**src/rtl/rr_arb_8_pkg.sv**
```systemverilog
// Shared definitions for the rr_arb_8 round-robin arbiter.
//   state_e     : arbiter FSM states (IDLE / BUSY)
//   rel_cause_e : why a grant was released (debug / coverage)
//   WIDTHI_DEF, MAX_HOLD_DEF : default parameter values
package rr_arb_8_pkg;

  localparam int unsigned WIDTHI_DEF   = 3;
  localparam int unsigned MAX_HOLD_DEF = 16;

  typedef enum logic {
    IDLE = 1'b0,
    BUSY = 1'b1
  } state_e;

  typedef enum logic [1:0] {
    REL_NONE    = 2'd0,
    REL_DONE    = 2'd1,
    REL_DROP    = 2'd2,
    REL_TIMEOUT = 2'd3
  } rel_cause_e;

endpackage

```
**src/rtl/rr_arb_8_pick.sv**
```systemverilog
// Combinational round-robin pick.
//   req  : request vector, one bit per requester
//   ptr  : highest-priority requester index
//   pick : first requester with req set, searching ptr, ptr+1, ... (mod N)
//   any  : at least one request is set
module rr_pick #(
  parameter int unsigned widthi = 3
) (
  input  logic [(1 << widthi)-1:0] req,
  input  logic [widthi-1:0]        ptr,
  output logic [widthi-1:0]        pick,
  output logic                     any
);

  localparam int unsigned N = 1 << widthi;

  logic             found;
  logic [widthi-1:0] idx;

  // Index arithmetic is widthi bits wide, so ptr+i wraps modulo N for free.
  always_comb begin
    pick  = '0;
    found = 1'b0;
    idx   = '0;
    for (int unsigned i = 0; i < N; i++) begin
      idx = ptr + widthi'(i);
      if (!found && req[idx]) begin
        pick  = idx;
        found = 1'b1;
      end
    end
    any = |req;
  end

endmodule

```
**src/rtl/rr_arb_8.sv**
```systemverilog
// Round-robin arbiter for 2**widthi requesters sharing one resource.
//   clk, rst    : clock, synchronous active-high reset
//   enable      : active-low; 1 blocks new grants, an active grant continues
//   req         : level-sensitive request vector
//   done        : owner releases the grant
//   grant       : registered one-hot grant (zero when idle)
//   grant_idx   : registered binary index of owner (zero when idle)
//   grant_valid : registered, high while a grant is active
//   timeout     : registered one-cycle pulse on forced release at hold limit
// Every release passes through IDLE, giving one dead cycle between grants.
module rr_arb_8
  import rr_arb_8_pkg::*;
#(
  parameter int unsigned widthi   = WIDTHI_DEF,
  parameter int unsigned max_hold = MAX_HOLD_DEF
) (
  input  logic                     clk,
  input  logic                     rst,
  input  logic                     enable,
  input  logic [(1 << widthi)-1:0] req,
  input  logic                     done,
  output logic [(1 << widthi)-1:0] grant,
  output logic [widthi-1:0]        grant_idx,
  output logic                     grant_valid,
  output logic                     timeout
);

  localparam int unsigned N  = 1 << widthi;
  localparam int unsigned HW = $clog2(max_hold);
  localparam logic [HW-1:0] HOLD_LAST = HW'(max_hold - 1);

  state_e            state_q, state_d;
  logic [widthi-1:0] ptr_q, ptr_d;
  logic [HW-1:0]     hold_cnt_q, hold_cnt_d;
  logic [N-1:0]      grant_q, grant_d;
  logic [widthi-1:0] grant_idx_q, grant_idx_d;
  logic              grant_valid_q, grant_valid_d;
  logic              timeout_q, timeout_d;

  logic [widthi-1:0] pick;
  logic              any;
  rel_cause_e        cause;

  rr_pick #(.widthi(widthi)) u_pick (
    .req  (req),
    .ptr  (ptr_q),
    .pick (pick),
    .any  (any)
  );

  always_comb begin
    state_d       = state_q;
    ptr_d         = ptr_q;
    hold_cnt_d    = hold_cnt_q;
    grant_d       = grant_q;
    grant_idx_d   = grant_idx_q;
    grant_valid_d = grant_valid_q;
    timeout_d     = 1'b0;
    cause         = REL_NONE;

    case (state_q)
      IDLE: begin
        if (!enable && any) begin
          state_d       = BUSY;
          grant_idx_d   = pick;
          grant_d       = {{(N-1){1'b0}}, 1'b1} << pick;
          grant_valid_d = 1'b1;
          hold_cnt_d    = '0;
        end
      end
      BUSY: begin
        // Priority order decides the cause; only a pure limit hit pulses timeout.
        if (done)                       cause = REL_DONE;
        else if (!req[grant_idx_q])     cause = REL_DROP;
        else if (hold_cnt_q == HOLD_LAST) cause = REL_TIMEOUT;

        if (cause != REL_NONE) begin
          state_d       = IDLE;
          ptr_d         = grant_idx_q + widthi'(1);
          hold_cnt_d    = '0;
          grant_d       = '0;
          grant_idx_d   = '0;
          grant_valid_d = 1'b0;
          timeout_d     = (cause == REL_TIMEOUT);
        end else begin
          hold_cnt_d = hold_cnt_q + HW'(1);
        end
      end
      default: state_d = IDLE;
    endcase
  end

  always_ff @(posedge clk) begin
    if (rst) begin
      state_q       <= IDLE;
      ptr_q         <= '0;
      hold_cnt_q    <= '0;
      grant_q       <= '0;
      grant_idx_q   <= '0;
      grant_valid_q <= 1'b0;
      timeout_q     <= 1'b0;
    end else begin
      state_q       <= state_d;
      ptr_q         <= ptr_d;
      hold_cnt_q    <= hold_cnt_d;
      grant_q       <= grant_d;
      grant_idx_q   <= grant_idx_d;
      grant_valid_q <= grant_valid_d;
      timeout_q     <= timeout_d;
    end
  end

  assign grant       = grant_q;
  assign grant_idx   = grant_idx_q;
  assign grant_valid = grant_valid_q;
  assign timeout     = timeout_q;

endmodule
```
**config.mk**
```make
export PLATFORM = sky130hd
export DESIGN_NAME = rr_arb_8
export DESIGN_NICKNAME = d
export VERILOG_FILES = /design/src/rtl/rr_arb_8_pkg.sv /design/src/rtl/rr_arb_8_pick.sv /design/src/rtl/rr_arb_8.sv
export SDC_FILE = /design/constraint.sdc
export NUM_CORES = 1
export LEC_CHECK = 0
export ABC_AREA = 1
export ABC_CLOCK_PERIOD_IN_PS = 2600
export CORE_MARGIN = 2
export CORE_UTILIZATION = 50
export DETAILED_ROUTE_END_ITERATION = 12
export HOLD_SLACK_MARGIN = 0.05
export PLACE_DENSITY = 0.76
export SYNTH_ARGS = -nofsm -noshare
export SYNTH_HDL_FRONTEND = slang
export SYNTH_HIERARCHICAL = 1
export SYNTH_SLANG_ARGS = --single-unit
```
**constraint.sdc**
```tcl
create_clock -name clk -period 2.6 [get_ports clk]
set_input_delay 0.52 -clock clk [delete_from_list [all_inputs] [get_ports clk]]
set_output_delay 0.52 -clock clk [all_outputs]
set_load 0.1 [all_outputs]
```
==> run_results.csv <==
group,metric,value,unit
setup_path,cpPeakStageDelay,0.46,ns
synthesis,synth_nets,306,
synthesis,ys_types,33,
clock_network,root_buffer,"clkbuf_8",
synthesis,yosysWarningCount,6,
timing,period_minus_slack,2.37,ns
timing,slew_viol_final,0,
detailed_routing,drtAntennaViolNets,0,
synthesis,synth_compound_area_frac,0.0788,
power_and_ir_drop,power_frac_seq,0.250,
timing,finalSetupTns,0,ns
detailed_routing,vias,1945,
power_and_ir_drop,p_clk_frac,0.146,
synthesis,synth_area,1900,um2
clock_network,cts.sinks,21,
timing,finalHoldViolations,0,
synthesis,synth.area.mux_share,0,
detailed_routing,dr.first_iter.drc_count,60,
setup_path,crit_chain,"clkdlybuf4s50_1 > nand2_1 > nand3_2 > nand3_1 > inv_1 > nor2_4 > nand4_4 > nor2_4 > nand2_1 > nand2_1 > nand2_1 > nand2_2 > inv_1 > nor3_1 > nor2_1 > nor2_1",
outcome,status,"completed",
grt,met1_usage,0.250,
detailed_routing,post_drt_wl_per_cell,11.7,um
synthesis,synthArstFlopShare,0,
power_and_ir_drop,switching_share,0.485,
setup_path,reg2reg_to,"grant[1]$_SDFFE_PP0P_",
synthesis,synth-main-ff-cell,"dfxtp_1",
place,place.gp.congestion,0.980,
grt,grt_max_degree,18,
layout,final_cell_mix,"61 x nand2_1, 42 x nand3_1, 35 x buf_4",
setup_path,crit_required,2.81,ns
clock_network,htreeDepth,1,
clock_network,cts_made_buffers,3,
synthesis,synth_xor_xnor_area_share,0.0572,
min_path,min_path_type,"reg -> reg",
setup_path,end_kind,"register",
setup_path,worst-r2r-cell-count,17,
detailed_routing,wl,4480,um
power_and_ir_drop,combPwrFrac,0.604,
clock_network,cts_tree,"done",
synthesis,syn_inst,290,
grt,grt_pass1_vias,1824,
layout,final_common_cell,"nand2_1",
grt,busiest_layer,"met2",
synthesis,synth_seq_cells,21,
layout,nNetsFinal,353,
die,die_area,4320,um2
timing,fmax,0.422,GHz
setup_path,reg2reg_slack,0.27,ns
setup_path,r2r_start,"ptr_q[1]$_SDFFE_PP0P_",
place,place_inst,380,
setup_path,cp_common_cell,"nand2_1",
layout,n_fill_cell,336,
setup_path,arrival,2.59,ns
timing,final-setup-viol-count,0,
power_and_ir_drop,ir_drop,0.499,mV
setup_path,path_max_fanout,6,
run,cap_violations,0,
synthesis,synth_top_family_by_area,"simple AND/OR/NAND/NOR gates",
setup_path,slowest_stage,"clkdlybuf4s50_1",
synthesis,synth_enable_flop_cells,0,
timing,worst_pin_slew,0.364,ns
synthesis,synthAdderAreaFrac,0.0263,
place,hpwl,3640,um
setup_path,critPathKind,"in -> reg",
place,port_buffers,24,
clock_network,clkTransAtPathRegs,0.08,ns
die,io_pins,25,
layout,syn_to_final_growth,27.3,%
setup_path,crit_end,"grant[1]$_SDFFE_PP0P_",
place,pre_cts_ws,-0.0904,ns
detailed_routing,drc_errors,0,
synthesis,avgSynthCellArea,6.57,um2
die,die_h,65.7,um
layout,fin_cells,384,
layout,fin_util,0.662,
timing,final.setup.worst_slack,0.228,ns
power_and_ir_drop,cellLeakagePower,0.00117,uW
grt,antenna_found_initial,0,
layout,drive_gt1_frac,0.307,
setup_path,crit_start,"req[3]",
timing,slew_headroom,0.757,
grt,grtUsageMet3,0.0291,
power_and_ir_drop,p_sw,733,uW
timing,rsz0062_at_grt,"yes",
detailed_routing,first_pass_iters,5,
die,core.rowCount,22,
die,core,3660,um2
die,initial_core_util,0.520,
layout,diodes,0,
power_and_ir_drop,finalPower,1510,uW
grt,grt.total_usage,0.221,
synthesis,synth_simple_gate_area_frac,0.496,
clock_network,clock_path_buffers,2,
synthesis,yosysSeqAreaShare,0.221,
die,die_x,65.7,um
grt,grt_pass1_wl,7580,um
detailed_routing,via_per_inst,5.07,
power_and_ir_drop,internal_power,778,uW
clock_network,clk_latency,0.27,ns
grt,overflow,0,
grt,use_met2,0.420,
setup_path,start_kind,"primary input",
min_path,holdCritStartpoint,"grant[4]$_SDFFE_PP0P_",
power_and_ir_drop,powerDensity,623,nW/um2
timing,fin_skew,0.00848,ns
timing,fin_crit_sh,0.912,
## synthesized netlist by cell type (3+ instances only)
cell | count | area (um2)
inv_2 | 7 | 26.3
inv_1 | 34 | 128
buf_6 | 3 | 33.8
nand3_1 | 43 | 215
nand3_2 | 13 | 130
nand4_1 | 3 | 18.8
nor2_1 | 28 | 105
dfxtp_1 | 21 | 420
nor3_1 | 4 | 20.0
nand2_1 | 69 | 259
ha_1 | 4 | 50.1
clkbuf_1 | 3 | 11.3
a21oi_1 | 17 | 85.1
nor2_2 | 3 | 18.8
nor2_4 | 4 | 45.0
xnor2_1 | 3 | 26.3
nand2_2 | 11 | 68.8
## logic make-up after synthesis
logic type                 count (synthesis)
and+or+nand+nor                          184
buffers and inverters                     49
xor gates and xnor gates                   6
adders and majority gates                  4
AOI/OAI and AO/OA                         26
DFF                                       21
## power groups by stage
| stage | Sequential [uW] | Combinational, uW | Clock [uW] |
|---|---|---|---|
| after CTS | 376 | 885 | 220 |
| after detailed placement | 384 | 883 | 0 |
| after global routing | 381 | 999 | 231 |
| final | 377 | 913 | 221 |
| after global placement | 383 | 868 | 0 |
| after floorplan | 523 | 517 | 0 |
## worst max-delay path, delay by kind of cell
kind | cells | cell delay [ns]
buffers and inverters | 3 | 0.64
and+or+nand+nor | 13 | 1.41
## routing by layer
metal	share of wire	vias to the layer above	wire length, um
met5	0	-	0
met4	0.012	0	56
met3	0.029	7	129
met2	0.51	37	2280
met1	0.45	871	2020
li1	-	1030	-
## cell type report
type,count,area (um2),area share
multi-input combinational,220,1310,0.540
tap,48,60.1,0.0248
inverter,42,165,0.0681
timing repair buffer,49,423,0.174
sequential,21,422,0.174
clock buffer,3,41.3,0.0170
clock inverter,1,5.00,0.00206
## worst min-delay path by stage
stage                                            end  cells after the start
after floorplan           hold_cnt_q[1]$_SDFFE_PP0P_                      2
final                          grant[4]$_SDFFE_PP0P_                      2
after detailed placement       grant[5]$_SDFFE_PP0P_                      2
after CTS                      grant[4]$_SDFFE_PP0P_                      2
after global placement         grant[7]$_SDFFE_PP0P_                      2
after global routing           grant[4]$_SDFFE_PP0P_                      2
## flip-flops by register name (all words and copies together), names as in the netlist
signal	flops
grant	8
grant_valid	1
state_q	1
grant_idx	3
ptr_q	3
hold_cnt_q	4
timeout	1
## metrics by stage
step                      hold slack (ns)  cell area (um2)
after floorplan                     0.462             1900
after global placement              0.471             2310
after detailed placement            0.476             2310
after CTS                           0.490             2350
after global routing                0.517             2420
final                               0.487             2420
## what timing repair did
item                                    CTS  global route
endpoints found under the setup margin    0            11
buffers inserted                          0             0
hold buffers                              0             0
hold endpoints to repair                  0             0
resized for setup                         0            21
Note: power is estimated with default switching activity, not from simulation.
